==> src/rtl/lsu_pkg.sv <==
// -----------------------------------------------------------------------------
// lsu_pkg
// Shared definitions for the load/store unit: memory width encodings, the FSM
// state type, the command/control record and the beat-count helpers used to
// split accesses the memory cannot perform natively.
// -----------------------------------------------------------------------------
package lsu_pkg;

  localparam logic [1:0] WIDTH_BYTE = 2'b00;
  localparam logic [1:0] WIDTH_HALF = 2'b01;
  localparam logic [1:0] WIDTH_WORD = 2'b10;

  typedef enum logic {
    IDLE   = 1'b0,
    ACCESS = 1'b1
  } lsu_state_e;

  // One record serves both as the latched command and as the set of memory
  // controls for a single beat, since they carry the same fields.
  typedef struct packed {
    logic        write;
    logic [31:0] addr;
    logic [31:0] wdata;
    logic [1:0]  width;
    logic        extend;
  } lsu_req_t;

  // Access size in bytes; width 1x is a word.
  function automatic logic [2:0] lsu_size(input logic [1:0] width);
    case (width)
      WIDTH_BYTE: return 3'd1;
      WIDTH_HALF: return 3'd2;
      default:    return 3'd4;
    endcase
  endfunction

  function automatic logic lsu_misaligned(input logic [1:0] width, input logic [1:0] off);
    return ((width == WIDTH_HALF) && off[0]) || (width[1] && (off != 2'b00));
  endfunction

  // Number of memory beats a command needs: split stores go byte by byte,
  // split loads need a second word only when the data spans a word boundary.
  function automatic logic [2:0] lsu_beats(input logic       write,
                                           input logic [1:0] width,
                                           input logic [1:0] off);
    if (!lsu_misaligned(width, off)) return 3'd1;
    if (write) return lsu_size(width);
    return (({2'b00, off} + {1'b0, lsu_size(width)}) > 4'd4) ? 3'd2 : 3'd1;
  endfunction

endpackage

==> src/rtl/lsu_load_align.sv <==
// -----------------------------------------------------------------------------
// lsu_load_align
// Combinational merge of up to two aligned memory words into a load result.
// The 64-bit value {word_hi_i, word_lo_i} is shifted right by 8*offset_i, the
// low 1/2/4 bytes are kept according to width_i, and the result is zero- or
// sign-extended according to extend_i.
// Ports:
//   word_hi_i  [31:0]  upper word (0 when there is no second word)
//   word_lo_i  [31:0]  lower word
//   offset_i   [1:0]   byte offset of the access within word_lo_i
//   width_i    [1:0]   access width encoding
//   extend_i           1 = sign-extend
//   result_o   [31:0]  merged, extended load data
// -----------------------------------------------------------------------------
module lsu_load_align
  import lsu_pkg::*;
(
  input  logic [31:0] word_hi_i,
  input  logic [31:0] word_lo_i,
  input  logic [1:0]  offset_i,
  input  logic [1:0]  width_i,
  input  logic        extend_i,
  output logic [31:0] result_o
);

  logic [63:0] pair;
  logic [31:0] window;

  assign pair   = {word_hi_i, word_lo_i};
  assign window = 32'(pair >> {offset_i, 3'b000});

  always_comb begin
    result_o = window;
    case (width_i)
      WIDTH_BYTE: result_o = {{24{extend_i & window[7]}}, window[7:0]};
      WIDTH_HALF: result_o = {{16{extend_i & window[15]}}, window[15:0]};
      default:    result_o = window;
    endcase
  end

endmodule

==> src/rtl/load_store_unit.sv <==
// -----------------------------------------------------------------------------
// load_store_unit
// Initiator side of the data-memory req/ack port. Accepts load/store commands
// over a valid/ready handshake, splits misaligned halfword/word accesses into
// aligned beats, and returns a one-cycle response per command.
// Ports:
//   clk, reset_n                 clock, asynchronous active-low reset
//   cmd_valid / cmd_ready        command handshake
//   cmd_write, cmd_addr, cmd_wdata, cmd_width, cmd_extend   command fields
//   rsp_valid, rsp_rdata         completion pulse and load data (0 for stores)
//   mem_req, mem_addr, mem_write, mem_wdata, mem_extend, mem_width
//                                registered controls to the memory
//   mem_ack, mem_rdata           memory acknowledge and read data
// -----------------------------------------------------------------------------
module load_store_unit
  import lsu_pkg::*;
(
  input  logic        clk,
  input  logic        reset_n,
  input  logic        cmd_valid,
  output logic        cmd_ready,
  input  logic        cmd_write,
  input  logic [31:0] cmd_addr,
  input  logic [31:0] cmd_wdata,
  input  logic [1:0]  cmd_width,
  input  logic        cmd_extend,
  output logic        rsp_valid,
  output logic [31:0] rsp_rdata,
  output logic        mem_req,
  output logic [31:0] mem_addr,
  output logic        mem_write,
  output logic [31:0] mem_wdata,
  output logic        mem_extend,
  output logic [1:0]  mem_width,
  input  logic        mem_ack,
  input  logic [31:0] mem_rdata
);

  lsu_state_e  state_q, state_d;
  lsu_req_t    cmd_in;
  lsu_req_t    cmd_q, cmd_d;
  lsu_req_t    mem_q, mem_d;
  logic [1:0]  beat_q, beat_d;
  logic [1:0]  last_q, last_d;
  logic [31:0] lo_q, lo_d;
  logic        req_q, req_d;
  logic        rsp_valid_q, rsp_valid_d;
  logic [31:0] rsp_rdata_q, rsp_rdata_d;
  logic        beat_last;
  logic [31:0] align_hi, align_lo, align_result;

  // Memory controls for beat k of command c. Aligned commands pass through
  // unchanged; split stores become byte stores at addr+k carrying byte k;
  // split loads become word reads at the aligned base and base+4.
  function automatic lsu_req_t beat_ctrl(input lsu_req_t c, input logic [1:0] k);
    lsu_req_t b;
    b = c;
    if (lsu_misaligned(c.width, c.addr[1:0])) begin
      b.extend = 1'b0;
      if (c.write) begin
        b.addr  = c.addr + {30'd0, k};
        b.width = WIDTH_BYTE;
        b.wdata = {24'd0, c.wdata[{k, 3'b000} +: 8]};
      end else begin
        b.addr  = {c.addr[31:2], 2'b00} + {29'd0, k[0], 2'b00};
        b.width = WIDTH_WORD;
        b.wdata = 32'd0;
      end
    end
    return b;
  endfunction

  assign cmd_in    = {cmd_write, cmd_addr, cmd_wdata, cmd_width, cmd_extend};
  assign beat_last = (beat_q == last_q);

  // A two-beat load merges the captured low word with the word now on the
  // bus; a single-beat split load has only the word on the bus.
  assign align_hi = (beat_q != 2'd0) ? mem_rdata : 32'd0;
  assign align_lo = (beat_q != 2'd0) ? lo_q      : mem_rdata;

  lsu_load_align u_align (
    .word_hi_i (align_hi),
    .word_lo_i (align_lo),
    .offset_i  (cmd_q.addr[1:0]),
    .width_i   (cmd_q.width),
    .extend_i  (cmd_q.extend),
    .result_o  (align_result)
  );

  // State register
  always_ff @(posedge clk or negedge reset_n) begin
    if (!reset_n) state_q <= IDLE;
    else          state_q <= state_d;
  end

  // Next-state logic
  always_comb begin
    state_d = state_q;
    case (state_q)
      IDLE:    if (cmd_valid) state_d = ACCESS;
      ACCESS:  if (mem_ack && beat_last) state_d = IDLE;
      default: state_d = IDLE;
    endcase
  end

  // Output and datapath next-state logic
  always_comb begin
    cmd_ready   = (state_q == IDLE);
    cmd_d       = cmd_q;
    mem_d       = mem_q;
    beat_d      = beat_q;
    last_d      = last_q;
    lo_d        = lo_q;
    req_d       = req_q;
    rsp_valid_d = 1'b0;
    rsp_rdata_d = rsp_rdata_q;
    case (state_q)
      IDLE: begin
        if (cmd_valid) begin
          cmd_d  = cmd_in;
          beat_d = 2'd0;
          last_d = 2'(lsu_beats(cmd_write, cmd_width, cmd_addr[1:0]) - 3'd1);
          mem_d  = beat_ctrl(cmd_in, 2'd0);
          req_d  = 1'b1;
        end
      end
      ACCESS: begin
        if (mem_ack) begin
          if (beat_last) begin
            req_d       = 1'b0;
            rsp_valid_d = 1'b1;
            if (cmd_q.write)
              rsp_rdata_d = 32'd0;
            else if (lsu_misaligned(cmd_q.width, cmd_q.addr[1:0]))
              rsp_rdata_d = align_result;
            else
              rsp_rdata_d = mem_rdata;
          end else begin
            // req stays high so the new controls start the next beat directly
            lo_d   = mem_rdata;
            beat_d = beat_q + 2'd1;
            mem_d  = beat_ctrl(cmd_q, beat_q + 2'd1);
          end
        end
      end
      default: ;
    endcase
  end

  always_ff @(posedge clk or negedge reset_n) begin
    if (!reset_n) begin
      cmd_q       <= '0;
      mem_q       <= '0;
      beat_q      <= 2'd0;
      last_q      <= 2'd0;
      lo_q        <= 32'd0;
      req_q       <= 1'b0;
      rsp_valid_q <= 1'b0;
      rsp_rdata_q <= 32'd0;
    end else begin
      cmd_q       <= cmd_d;
      mem_q       <= mem_d;
      beat_q      <= beat_d;
      last_q      <= last_d;
      lo_q        <= lo_d;
      req_q       <= req_d;
      rsp_valid_q <= rsp_valid_d;
      rsp_rdata_q <= rsp_rdata_d;
    end
  end

  assign rsp_valid  = rsp_valid_q;
  assign rsp_rdata  = rsp_rdata_q;
  assign mem_req    = req_q;
  assign mem_addr   = mem_q.addr;
  assign mem_write  = mem_q.write;
  assign mem_wdata  = mem_q.wdata;
  assign mem_extend = mem_q.extend;
  assign mem_width  = mem_q.width;

endmodule

==> config.mk <==
export PLATFORM = sky130hd
export DESIGN_NAME = load_store_unit
export DESIGN_NICKNAME = d
export VERILOG_FILES = /design/src/rtl/lsu_pkg.sv /design/src/rtl/lsu_load_align.sv /design/src/rtl/load_store_unit.sv
export SDC_FILE = /design/constraint.sdc
export NUM_CORES = 1
export LEC_CHECK = 0
export CELL_PAD_IN_SITES_DETAIL_PLACEMENT = 1
export CELL_PAD_IN_SITES_GLOBAL_PLACEMENT = 1
export CORE_ASPECT_RATIO = 0.75
export CORE_MARGIN = 5
export CORE_UTILIZATION = 27
export CTS_CLUSTER_DIAMETER = 50
export DETAILED_ROUTE_END_ITERATION = 6
export GPL_TIMING_DRIVEN = 0
export PLACE_DENSITY_LB_ADDON = 0.1
export SYNTH_ARGS = -nofsm -noshare
export SYNTH_HDL_FRONTEND = slang
export SYNTH_HIERARCHICAL = 1
export SYNTH_SLANG_ARGS = --single-unit
==> constraint.sdc <==
create_clock -name clk -period 4.3 [get_ports clk]
set_clock_uncertainty 0.2 [all_clocks]
set_input_delay 0.86 -clock clk [delete_from_list [all_inputs] [get_ports clk]]
set_output_delay 0.86 -clock clk [all_outputs]
set_load 0.03 [all_outputs]
Yosys cells after proc, flatten, opt, wreduce, memory -nomap -nowiden
Index checks and enable logic that the tools add are counted.
{"block": "totals", "register_bits": 207, "input_bits": 104, "output_inout_bits": 103}
{"block": "op_classes", "addsub": 5, "magnitude_cmp": 1, "n_eq_ne": 7, "shift": 2, "mux": 46, "bitwise": 4, "reduce_logical": 17}
{"op": "$mux 68", "n": 3}
{"op": "$pmux 68 s2", "n": 1}
{"op": "$mux 32", "n": 4}
{"op": "$mux 67", "n": 1}
{"op": "$mux 66", "n": 1}
{"op": "$pmux 32 s2", "n": 1}
{"op": "$shr 64x5->32", "n": 1}
{"op": "$mux 37", "n": 1}
{"op": "$mux 36", "n": 1}
{"op": "$add 32x2->32", "n": 1}
{"op": "$add 32x3->32", "n": 1}
{"op": "$shiftx 32x6->8", "n": 1}
{"op": "$mux 2", "n": 10}
{"op": "$mux 1", "n": 15}
{"op": "$mux 3", "n": 4}
{"op": "$reduce_and 3->1", "n": 4}
{"op": "$ne 2x2->1 const B", "n": 3}
{"op": "$pmux 3 s2", "n": 1}
{"op": "$reduce_bool 2->1", "n": 3}
{"op": "$logic_and 1x1->1", "n": 5}
{"op": "$add 2x3->4", "n": 1}
{"op": "$eq 2x1->1 const B", "n": 2}
{"op": "$gt 4x3->1 const B", "n": 1}
{"op": "$logic_not 2->1", "n": 2}
{"op": "10 further kinds", "n": 14}

Depth between registers and ports, before layout
Gate-level depths: netlist of the first run.
{"block": "depth", "ltp_word": 21, "ltp_mapped": 12, "depth_no_buf": 10}

Modules after synthesis
The synthesis of the first run kept the hierarchy.
{"mod": "load_store_unit", "instances": 1, "cells_each": 1123, "area_per_inst_um2": 10302.4, "seq_area_each_um2": 5180.0}
{"mod": "lsu_load_align", "instances": 1, "cells_each": 100, "area_per_inst_um2": 1103.6, "seq_area_each_um2": 0.0}

Least setup slack after synthesis of the first run
Ideal clock, no wire load.
{"block": "synth_path", "kind": "reg2reg", "from": "register beat_q[0]", "to": "register rsp_rdata_q[21], in the netlist rsp_rdata[21]", "setup_time_ns": 0.133, "arrival_ns": 3.020, "t_required_ns": 3.967, "path_slack_ns": 0.947, "path_stages_with_launch": 13, "n_path_buf": 4, "cell_sequence": "dfrtp_1 buf_2 inv_1 ha_1 clkbuf_1 buf_1 mux2_2 mux4_1 mux2i_4 buf_6 o21ai_1 mux2i_1 o21ai_0"}
{"block": "synth_via", "elab_chain_len": 7, "word_cells_on_any_way": 11, "classes_between": "eq/ne: 1; shift: 1; mux: 5; bitwise: 2; reduce/logical: 2"}
{"item": "from (decl)", "line_no": "load_store_unit.sv:43", "rtl": "logic [1:0] beat_q, beat_d;"}
{"item": "from (signal assigned)", "line_no": "load_store_unit.sv:163", "rtl": "beat_q <= beat_d;"}
{"item": "$reduce_bool 2->1 (*)", "line_no": "load_store_unit.sv:79", "rtl": "assign align_lo = (beat_q != 2'd0) ? lo_q : mem_rdata;"}
{"item": "$mux 32 (*)", "line_no": "load_store_unit.sv:79"}
{"item": "named net align_lo[23]", "line_no": "load_store_unit.sv:50", "rtl": "logic [31:0] align_hi, align_lo, align_result;"}
{"item": "$shr 64x5->32 (*)", "line_no": "lsu_load_align.sv:30", "rtl": "assign window = 32'(pair >> {offset_i, 3'b000});"}
{"item": "$and 1x1->1 (on tied branches)", "line_no": "lsu_load_align.sv:36, lsu_load_align.sv:35"}
{"item": "$pmux 32 s2 (*)", "line_no": "lsu_load_align.sv:34", "rtl": "case (width_i)"}
{"item": "named net align_result[21]", "line_no": "load_store_unit.sv:50"}
{"item": "$mux 32 (*)", "line_no": "load_store_unit.sv:134", "rtl": "else if (lsu_misaligned(cmd_q.width, cmd_q.addr[1:0]))"}
{"item": "$mux 32 (*)", "line_no": "load_store_unit.sv:132", "rtl": "if (cmd_q.write)"}
{"item": "to (signal assigned)", "line_no": "load_store_unit.sv:168", "rtl": "rsp_rdata_q <= rsp_rdata_d;"}
{"item": "to (decl)", "line_no": "load_store_unit.sv:48", "rtl": "logic [31:0] rsp_rdata_q, rsp_rdata_d;"}
The timed path passes the listed nets; every way through them passes the cells marked *.
A chain may end at the register's enable or synchronous reset.

Worst setup path in the final report of the first run
{"block": "layout_path", "from": "register beat_q[0]", "to": "register mem_q (netlist bit mem_addr[26])"}
{"block": "layout_via", "elab_chain_len": 7, "word_cells_on_any_way": 11, "classes_between": "add/sub: 3; eq/ne: 2; mux: 5; reduce/logical: 1"}
{"item": "$add 2x1->2", "line_no": "load_store_unit.sv:142", "rtl": "mem_d = beat_ctrl(cmd_q, beat_q + 2'd1);"}
{"item": "$add 32x3->32 / $add 32x2->32 (equally long branches)", "line_no": "load_store_unit.sv:65, load_store_unit.sv:61"}
{"item": "$mux 66", "line_no": "load_store_unit.sv:60", "rtl": "if (c.write) begin"}
{"item": "$mux 67", "line_no": "load_store_unit.sv:58", "rtl": "if (lsu_misaligned(c.width, c.addr[1:0])) begin"}
{"item": "$mux 68", "line_no": "load_store_unit.sv:129", "rtl": "if (beat_last) begin"}
{"item": "$mux 68", "line_no": "load_store_unit.sv:128", "rtl": "if (mem_ack) begin"}
{"item": "$pmux 68 s2", "line_no": "load_store_unit.sv:117", "rtl": "case (state_q)"}
{"item": "to (signal assigned)", "line_no": "load_store_unit.sv:162", "rtl": "mem_q <= mem_d;"}
{"item": "to (decl)", "line_no": "load_store_unit.sv:42", "rtl": "lsu_req_t mem_q, mem_d;"}
Several ways; a longest one is shown, not always the timed one. The select of a mux whose other input is x is not followed.

==> impl_metrics.csv, run 1 <==
group,metric,value,unit
run_status,run_status,"finished, final reports clean",
clocking,clk_pin_slew,0.06,ns
global_routing,antenna_found_initial,4,
sta,hold_viol,0,
flow_run,cap_violations,0,
min_path,hp-class,"register to register",
layout,drive_gt1_share,12.9,%
sta,fin_crit_sh,93.5,%
setup_path,required,4.50,ns
clocking,tritoncts,"done",
detailed_routing,routed.top_layer,"met5",
setup_path,crit_top_cell,"inv_1",
sta,max_freq,249,MHz
floorplanning,dieHeight,188,um
setup_path,cp-end-kind,"register",
synthesis,synthesis.area,11400,um2
setup_path,slowest_delay,0.56,ns
power_and_ir_drop,ir_drop,0.303,mV
clocking,tritoncts_num_sinks,207,
power_and_ir_drop,power_density,882,nW/um2
place,io_buffers,205,
global_routing,grt_max_degree,96,
layout,multi_input_area,5740,um2
detailed_routing,drc,0,
place,globalplace.congestion,0.845,
global_routing,grt-ovfl-total,0,
detailed_routing,drtPass1Iterations,5,
clocking,cts_inserted_buffers,29,
setup_path,r2r_slack,0.28,ns
floorplanning,initial_utilization,27.2,%
sta,tightestPinTransition,0.970,ns
clocking,worstSkewPairLatency,0.55,ns
setup_path,crit_chain,"buf_2 -> inv_1 -> ha_2 -> clkbuf_2 -> inv_1 -> fa_1 -> nand4b_1 -> a211oi_2 -> nand3_4 -> nor3_2 -> xnor2_1 -> o21ai_1",
detailed_routing,wl_met1,22500,um
floorplanning,dieArea,46300,um2
layout,seq_area,5180,um2
clocking,clk_root_buffer_cell,"clkbuf_16",
sta,setup_viol,0,
floorplanning,io_pins,207,
clocking,cts_setup_buffers,0,
layout,fin_cells,2045,
detailed_routing,wl_per_cell,21.8,um
sta,whs,0.267,ns
global_routing,grt_pass1_wl,67700,um
place,place_hpwl,33200,um
setup_path,crit_path_top_delay_cell,"a211oi_2",
detailed_routing,dr_wl_met3,2860,um
sta,max_slew_margin,35.3,%
sta,min_period,4.02,ns
floorplanning,core_area,41800,um2
synthesis,ys_warn_count,6,
global_routing,track_usage,18.9,%
setup_path,critical_path.max_fanout,10,
power_and_ir_drop,p_leak,6.60,nW
sta,drv_slew,0,
detailed_routing,via_count,9963,
clocking,htreeDepth,1,
synthesis,syn_area_per_cell,9.35,um2
global_routing,grt_pass1_vias,10519,
synthesis,netlist_instances,1215,
detailed_routing,ant_nets,0,
layout,fillers,4764,
place,place.detailed.instances,1991,
detailed_routing,routed_wl,44600,um
setup_path,critical_path_class,"register to register",
detailed_routing,vias_per_cell,4.87,
synthesis,syn_nets,1328,
detailed_routing,drt_iter0_markers,637,
detailed_routing,met2WireLength,18400,um
clocking,cts_buffer_depth,3,
floorplanning,rows,65,
setup_path,critPathArrivalTime,4.23,ns
layout,layout.nets,1566,
floorplanning,die_w,247,um
setup_path,cp-start-kind,"register",
sta,rsz0062_at_grt,"false",
layout,syn_to_final_growth,33.5,%
stage by stage:
stage	area [um2]	worst slack [ns]	total power [mW]	utilization, %	setup TNS [ns]
after global placement	14100	-7.87	10.9	33.8	-1625.44
after detailed placement	14200	-0.153	11.0	33.9	-1.08
after global routing	15200	0.00376	14.3	36.3	0
after floorplan	11400	0.953	8.12	-	0
after CTS	15100	0.0999	13.5	36.2	0
final	15200	0.278	13.4	36.3	0
timing repair:
| action | CTS | global route |
|---|---|---|
| hold buffers | 1 | 0 |
| cloned | 0 | 0 |
| hold endpoints to repair | 28 | 0 |
| endpoints found under the setup margin | 17 | 12 |
| gates resized for setup | 3 | 1 |
worst paths after layout:
check                               start            end  depth (start not counted)
worst max register to register  beat_q[0]   mem_addr[26]                         12
min in group asynchronous         reset_n  mem_wdata[22]                          2
max in group asynchronous         reset_n      cmd_q[50]                          3
worst min register to register   lo_q[27]       lo_q[27]                          2
worst min-delay path             lo_q[27]       lo_q[27]                          2
worst max-delay path            beat_q[0]   mem_addr[26]                         12
final cells by class:
class | instances | share of cell area, %
buffer | 83 | 2.63
antenna | 1 | 0.0165
clock inverter | 22 | 1.36
multi-input combinational | 912 | 37.8
timing repair buffer | 208 | 14.0
clock buffer | 31 | 4.97
sequential | 207 | 34.2
inverter | 12 | 0.297
tap | 569 | 4.70
placed cells by master (no fill, tap or decap), types with 4 or more instances in the layout:
cell type / count
a221oi_1: 26
clkinvlp_4: 4
ha_1: 6
buf_1: 7
nand3_1: 15
inv_1: 12
o21ai_1: 19
mux4_2: 41
mux2i_1: 36
clkbuf_1: 44
a211oi_1: 4
nor3_2: 6
a21oi_1: 34
clkinv_2: 7
nand2_1: 397
nor2b_1: 26
inv_6: 5
xnor2_1: 22
mux2_2: 32
dfrtp_1: 207
o21ai_0: 75
xor2_1: 8
nand4_1: 4
clkdlybuf4s50_1: 204
nor2_1: 87
clkbuf_8: 5
clkbuf_16: 29
o211ai_1: 5
a22oi_1: 18
buf_2: 23
flip-flops by register name (all words and copies together), names as in the netlist:
signal	flops
last_q	2
mem_addr	32
mem_wdata	32
mem_req	1
mem_extend	1
state_q	1
beat_q	2
lo_q	32
rsp_rdata	32
mem_write	1
rsp_valid	1
mem_width	2
cmd_q	68
power breakdown:
group          switching, mW  internal (mW)  total (mW)
registers              0.749           2.88        3.63
logic                   4.41           2.90        7.31
clock network           1.02           1.41        2.43
metal layers:
metal  vias to the layer above  GRT usage (%)
met2                       244           27.0
met5                         -              0
met1                      5033           29.1
li1                       4633              -
met4                         4           3.20
met3                        49           4.83
critical path: cells and delay by family, from the launching register on:
| family | cells | cell delay, ns |
|---|---|---|
| buffers and inverters | 4 | 0.96 |
| adders and majority gates | 2 | 0.81 |
| AOI/OAI and AO/OA | 2 | 0.65 |
| and+or+nand+nor | 3 | 0.64 |
| DFF | 1 | 0.40 |
| xor gates and xnor gates | 1 | 0.19 |
(Power assumes the default switching activity.)
==> run 2, diff against run 1 <==
Settings changed: CORE_ASPECT_RATIO 0.75 to 1.25.
==> run 2 against run 1 <==
Net effect:
- register-to-register slack improved by 0.07 ns
- total power rose by 2.2%
- die area barely moved
- sequential share of layout area fell by 0.31 points
- wire length rose by 1.2%
- hold slack got worse by 0.073 ns
- via count barely moved
- sequential power barely moved
- clock power rose by 15%
- final cell count fell by 0.20%
- non-clock buffer count fell by 2
- critical path type unchanged
- global-route usage rose by 0.47 points
- highest routed layer unchanged
==> impl_metrics.csv, run 2 (synthesized netlist as in run 1, its figures left out) <==
group,metric,value,unit
run_status,run_status,"finished, final reports clean",
global_routing,grt-busiest-layer,"met2",
global_routing,grt_max_degree,107,
sta,max_slew_margin,39.3,%
power_and_ir_drop,ir_drop,0.394,mV
detailed_routing,vias_per_cell,4.88,
global_routing,antenna_found_initial,1,
setup_path,critical_path_class,"register to register",
clocking,cts_resized,3,
global_routing,grt-ovfl-total,0,
layout,syn_to_final_growth,34.7,%
sta,drv_slew,0,
sta,tightestPinTransition,0.911,ns
sta,setup_viol,0,
power_and_ir_drop,p_sw,6.13,mW
setup_path,critPathArrivalTime,4.13,ns
layout,drive_gt1_share,13.1,%
detailed_routing,drc,0,
setup_path,r2r_start,"beat_q[0]",
sta,fin_crit_sh,91.8,%
setup_path,cp_top_family,"multiplexers",
global_routing,grt_pass1_vias,11047,
global_routing,grt_util_met3,3.39,%
detailed_routing,drt_iter0_markers,352,
clocking,tritoncts,"done",
floorplanning,dieArea,46300,um2
global_routing,grtUsageMet2,35.6,%
clocking,clk_root_buffer_cell,"clkbuf_16",
place,io_buffers,205,
sta,rsz0062_at_grt,"false",
clocking,worstSkewPairLatency,0.52,ns
clocking,tritoncts_num_sinks,207,
setup_path,r2r_slack,0.35,ns
setup_path,cp-start-kind,"register",
sta,hold_viol,0,
layout,diodes,0,
global_routing,track_usage,19.4,%
power_and_ir_drop,power_density,893,nW/um2
sta,fin_setup_tns,0,ns
sta,min_period,3.95,ns
setup_path,required,4.48,ns
clocking,htreeDepth,2,
detailed_routing,routed_wl,45200,um
layout,layout.nets,1570,
flow_run,cap_violations,0,
clocking,cts_setup_buffers,0,
floorplanning,initial_utilization,27.1,%
power_and_ir_drop,intPower,7.53,mW
clocking,cts_inserted_buffers,35,
floorplanning,io_pins,207,
layout,postLayoutCoreUtil,36.6,%
power_and_ir_drop,combPwrFrac,53.0,%
place,place_hpwl,33500,um
layout,mostFrequentLayoutCell,"nand2_1",
layout,largest_register_ffs,68,
global_routing,grt_util_met1,23.2,%
power_and_ir_drop,switching_share,44.9,%
setup_path,crit_path_top_delay_cell,"mux4_1",
setup_path,crit_chain,"buf_2 -> inv_1 -> ha_1 -> buf_2 -> mux2_2 -> mux4_1 -> mux2i_4 -> o21ai_0 -> mux2i_1 -> o21ai_0",
floorplanning,die_w,193,um
detailed_routing,via_count,9960,
setup_path,cp-end-kind,"register",
floorplanning,rows,84,
setup_path,slowest_delay,0.55,ns
layout,largest-register,"cmd_q",
power_and_ir_drop,p_leak,6.68,nW
sta,max_freq,253,MHz
setup_path,crit_buf_inv,3,
clocking,clk_pin_slew,0.06,ns
clocking,cts_buffer_depth,3,
floorplanning,core_area,41800,um2
detailed_routing,drtPass1Iterations,5,
detailed_routing,ant_nets,0,
setup_path,crit_start,"beat_q[0]",
place,globalplace.congestion,0.830,
global_routing,grt_pass1_wl,69300,um
detailed_routing,wl_per_cell,22.1,um
layout,fillers,4883,
floorplanning,dieHeight,239,um
power_and_ir_drop,power.share.sequential,26.5,%
min_path,hp-class,"input pin to async pin",
layout,final_cell_mix,"397 x nand2_1, 207 x dfrtp_1, 204 x clkdlybuf4s50_1",
power_and_ir_drop,clockPowerShare,20.5,%
power_and_ir_drop,finalPower,13.7,mW
setup_path,critical_path.max_fanout,10,
clocking,ctsHoldBuffers,0,
run 2: cell count changes in the layout (fill, tap and decap cells not counted), sizes merged:
cell and delta:
buf -1, clkbuf +13, clkinv -1, clkinvlp +1, diode -1, dlygate4sd3 -1, inv -4
run 2: final timing paths:
kind                                      end  cells after the start
worst min-delay path            rsp_rdata[12]                      1
min in group clk                     lo_q[18]                      2
worst max register to register  rsp_rdata[16]                     10
worst max-delay path            rsp_rdata[16]                     10
max in group asynchronous           cmd_q[55]                      2
worst min register to register       lo_q[18]                      2
run 2: power groups by stage:
stage                     Combinational (mW)  Sequential [mW]  Clock, mW
after floorplan                         3.83             4.29          0
after global placement                  7.27             3.65          0
after detailed placement                7.36             3.67          0
after CTS                               7.40             3.64       2.88
after global routing                    7.90             3.75       2.97
final                                   7.24             3.62       2.79
run 2: final cells by class:
cell class | instances | area (um2) | share of cell area, %
Tap cell | 559 | 699 | 4.57
Clock inverter | 18 | 171 | 1.12
Inverter | 12 | 45.0 | 0.295
Clock buffer | 44 | 982 | 6.42
Multi-Input combinational cell | 912 | 5730 | 37.5
Buffer | 83 | 399 | 2.61
Sequential cell | 207 | 5180 | 33.9
Timing Repair Buffer | 206 | 2080 | 13.6
run 2: stage by stage:
step	instance area, um2	hold WS, ns	setup WS (ns)	cells
2_1_floorplan	11400	0.242	0.953	1215
3_3_place_gp	14100	0.253	-7.75	1979
3_5_place_dp	14100	0.261	-0.196	1980
4_1_cts	15300	0.226	0.0567	2042
5_1_grt	15300	0.256	0.0589	2041
6_report	15300	0.195	0.351	2041
run 2: per-layer routing:
layer,vias to the layer above,wire length (um)
met5,-,20
met4,2,1190
met3,58,1730
met2,220,23700
met1,5028,18500
li1,4652,-
run 2: worst reg2reg max path, delay by kind of cell (launching register included):
family                     cells  cell delay, ns
buffers and inverters          3            0.82
muxes                          4            1.60
DFF                            1            0.42
AOI/OAI and AO/OA              2            0.27
adders and majority gates      1            0.49
==> RTL edit 1 (config.mk and constraints of run 1) <==
Take the reset off `rsp_rdata_q` and load it in a clocked block of its own.
--- a/src/rtl/load_store_unit.sv
+++ b/src/rtl/load_store_unit.sv
@@ -156,7 +156,6 @@
       lo_q        <= 32'd0;
       req_q       <= 1'b0;
       rsp_valid_q <= 1'b0;
-      rsp_rdata_q <= 32'd0;
     end else begin
       cmd_q       <= cmd_d;
       mem_q       <= mem_d;
@@ -165,8 +164,11 @@
       lo_q        <= lo_d;
       req_q       <= req_d;
       rsp_valid_q <= rsp_valid_d;
-      rsp_rdata_q <= rsp_rdata_d;
     end
+  end
+
+  always_ff @(posedge clk) begin
+    rsp_rdata_q <= rsp_rdata_d;
   end
 
   assign rsp_valid  = rsp_valid_q;
Function: differs if reset_n is asserted again (counterexample within 4 cycles, from zero or initial values and one cycle with reset_n low); with reset_n held inactive, the same outputs for 4 cycles.
==> RTL edit 1 against run 1 <==
Final area rose by 0.18%; synthesized area fell by 0.50%; non-clock buffer count rose by 4; die area fell by 0.47%; highest routed layer unchanged; setup slack got worse by 0.020 ns; global-route usage rose by 0.62 points; wire length rose by 1.5%; total power rose by 3.1%; count of clock-buffer cells in the layout rose by 9; core utilization rose by 0.71 points; sequential share of layout area rose by 0.99 points; sequential cell count did not move; first-iteration DRC count fell by 2.8%.
==> RTL edit 1: results <==
finish:
  diodes: 0
  largest_reg_flops: 68
  fin_cells: 2036
  drive_above_1_share: 0.120
placement:
  gp_congestion: 0.878
  postPlaceCellArea_sq_mm: 0.0141
  hpwl_um: 33800
  dp_cells: 1982
power:
  cellLeakagePower_uw: 0.00638
  peakVddDrop_mv: 0.323
  swShare: 0.454
setup_path:
  cp.arrival_ns: 4.26
  cp_top_family: "buffers and inverters"
  worst_path_max_delay_cell: "fa_1"
  slowest_delay_ns: 0.45
clocking:
  clk_latency_ns: 0.57
  cts_made_buffers: 31
  clockBufferDepth: 3
route:
  via_per_inst: 4.96
  dr.first_iter.drc_count: 619
  dr.pass1.iters: 7
  wire_per_inst_um: 22.3
global_route:
  grt_use_total: 0.195
  antenna_found_initial: 2
  grt_pass1_vias: 10813
  grt_pass1_wl_um: 69800
  grt_start_max_net_pins: 101
outcome:
  status: "complete, no violations"
worst_hold_path:
  hold_class: "in2async"
timing:
  slew_headroom: 0.354
logic_synthesis:
  syn_area_per_cell_sq_um: 9.31
  synthesis.nets: 1327
-- RTL edit 1: cell types whose count changed in the layout (fill, tap and decap cells not counted), moves of 8 or more --
cell             run 1  this run
mux2i_1             36         3
dfrtp_1            207       175
a22o_1               0         9
edfxtp_1             0        32
a21oi_1             34        51
xnor2_1             22         5
o21ai_1             19        27
a221oi_1            26        34
xor2_1               8        18
o21ai_0             75        42
nand4_1              4        14
-- RTL edit 1: what timing repair did --
item	4_1_cts	5_1_grt
pin swaps	0	0
endpoints found under the setup margin	14	23
gates resized for setup	2	3
-- RTL edit 1: path summary, 6_finish.rpt --
check	slack, ns	end	cells after the start	start
setup / recovery	0.26	mem_addr[22]	12	beat_q[0]
max in group asynchronous	2.80	mem_addr[25]	2	reset_n
setup reg to reg	0.26	mem_addr[22]	12	beat_q[0]
hold reg to reg	0.27	lo_q[24]	2	lo_q[24]
min in group clk	0.27	lo_q[24]	2	lo_q[24]
hold / removal	0.16	mem_wdata[14]	1	reset_n
-- RTL edit 1: layer usage --
layer / vias to the layer above / GRT usage / share of wire
met3: 46 / 0.0426 / 0.061
met1: 5114 / 0.299 / 0.50
met2: 250 / 0.289 / 0.43
met4: 4 / 0.0283 / 0.012
li1: 4689 / - / -
met5: - / 0 / 0.00071
-- RTL edit 1: cell type report --
class,instances,area (sq um)
multi-input cells,903,5520
clock buffers,40,870
well taps,561,702
inverters,15,56.3
repair buffers,207,2100
plain buffers,88,392
clock inverters,15,198
flip-flops and latches,207,5340
fillers,4669,25900
-- RTL edit 1: power groups by stage --
stage	Combinational [uW]	Sequential, uW	Clock (uW)
after floorplan	3840	4410	0
after global placement	7300	3760	0
after detailed placement	7400	3760	0
after CTS	7440	3740	2740
after global routing	8050	3850	2830
final	7390	3730	2670
-- RTL edit 1: through the flow --
| step | hold slack, ns | setup slack (ns) |
|---|---|---|
| finish | 0.165 | 0.259 |
| global route | 0.234 | 0.0148 |
| CTS | 0.195 | 0.0520 |
| detailed placement | 0.263 | -0.139 |
| global placement | 0.254 | -6.33 |
| floorplan | 0.242 | 0.886 |
==> RTL edit 2 (settings of run 1) <==
Without the edit above. Reset style: synchronous (`reset_n`), changed in 2 clocked blocks. Comments in the files are not updated.
--- a/src/rtl/load_store_unit.sv
+++ b/src/rtl/load_store_unit.sv
@@ -88,7 +88,7 @@
   );
 
   // State register
-  always_ff @(posedge clk or negedge reset_n) begin
+  always_ff @(posedge clk) begin
     if (!reset_n) state_q <= IDLE;
     else          state_q <= state_d;
   end
@@ -147,7 +147,7 @@
     endcase
   end
 
-  always_ff @(posedge clk or negedge reset_n) begin
+  always_ff @(posedge clk) begin
     if (!reset_n) begin
       cmd_q       <= '0;
       mem_q       <= '0;
Function: changed (a bounded check fails within 4 cycles, from zero or initial values and one cycle with reset_n low; the reset may be asserted at any time).
==> RTL edit 2 against run 1 <==
Synthesized area is 5.0% lower; non-clock buffer count is 20 higher; core utilization up 0.36 points; worst hold slack worse by 0.012 ns; sequential cell count unchanged; die area down 4.8%; final area decreased by 4.6%; first-iteration DRC count rose by 5.3%; setup slack got worse by 0.085 ns; wire length up 6.7%; via count rose by 8.0%.
Power is not compared: it rests on default switching activity, and its combinational part moved more than twofold at a synthesized area within 25%.
==> RTL edit 2: results <==
global_route:
  antenna_found_initial: 1
  grt_start_max_net_pins: 15
  grt_pass1_vias: 10929
  grt_pass1_wl_um: 70600
  grt_use_total: 0.208
clocking:
  post_cts_buffers: 0
  cts_hold_buf: 0
  clockBufferDepth: 3
  clk_latency_ns: 0.55
  htreeDepth: 1
  cts_made_buffers: 28
  clk_pin_slew_worst_paths_ns: 0.06
  cts_root_buffer: "clkbuf_16"
worst_hold_path:
  hold_class: "reg2reg"
  min_from: "rsp_rdata[5]"
  min_to: "rsp_rdata[5]"
  worstHoldPathCells: 2
route:
  wire_per_inst_um: 23.3
  dr.pass1.iters: 5
  via_per_inst: 5.25
  dr.first_iter.drc_count: 671
setup_path:
  slowest_delay_ns: 0.80
  rrSetupSlack_ns: 0.28
  r2r-end: "rsp_rdata[8]"
  cp_top_family: "buffers and inverters"
  critPathMaxFanout: 14
  worst_path_max_delay_cell: "clkdlybuf4s50_1"
  worstRegToRegCells: 10
  cp.arrival_ns: 3.05
  r2r_start: "beat_q[0]"
finish:
  n_fill_cell: 4617
  drive_above_1_share: 0.106
  final_nets: 1618
  largest_reg_flops: 68
  top_register: "cmd_q"
timing:
  whs_ns: 0.256
  worst_pin_slew_ns: 1.05
placement:
  numPortBuffers: 205
  gp_congestion: 0.910
  dp_slack_ns: -0.222
  hpwl_um: 35700
power:
  cellLeakagePower_uw: 0.00489
  peakVddDrop_mv: 0.267
logic_synthesis:
  synthesis.nets: 1385
  yosys_warnings: 6
outcome:
  status: "complete, no violations"
==> RTL edit 2: worst register-to-register path, delay by kind of cell (launching register included) <==
kind	cells	cell delay [ns]
compound gates	1	0.12
fa+ha+maj	1	0.38
buf+inv	3	1.02
flops	1	0.38
mux	3	1.29
simple gates	2	0.51
==> RTL edit 2: timing repair <==
item | CTS | global route
gates resized for setup | 2 | 4
cloned | 0 | 0
setup endpoints to repair | 36 | 23
==> RTL edit 2: cell type report <==
class,count,area [sq um],area share
clock buffer,41,821,0.0568
inverter,13,48.8,0.00337
timing repair buffer,205,2050,0.142
tap,520,651,0.0450
sequential,207,4140,0.287
buffer,106,445,0.0308
multi-input combinational,944,6150,0.425
clock inverter,11,144,0.00995
antenna,1,2.50,0.000173
==> RTL edit 2: per-layer routing <==
layer	global-route usage	routed length, um	up-vias
met4	0.0372	746	0
li1	-	-	5040
met1	0.311	23700	5383
met3	0.0452	3080	47
met2	0.313	20100	286
met5	0	0	-
==> RTL edit 2: worst max-delay path by stage <==
stage                   start            end
global route          state_q      cmd_ready
CTS                 beat_q[0]  rsp_rdata[23]
global placement    beat_q[0]  rsp_rdata[23]
floorplan           beat_q[0]   mem_addr[10]
finish                state_q      cmd_ready
detailed placement  beat_q[0]  rsp_rdata[23]
==> RTL edit 2: stage by stage <==
| stage | cells | area (sq um) |
|---|---|---|
| final | 2048 | 14500 |
| after CTS | 2047 | 14400 |
| after global placement | 1997 | 13500 |
| after detailed placement | 1997 | 13500 |
| after floorplan | 1272 | 10800 |
| after global routing | 2048 | 14500 |
==> RTL edit 2: report_power, final <==
group | internal, uW | switching [uW]
Combinational | 445 | 665
Clock | 1500 | 948
Sequential | 2040 | 98.6
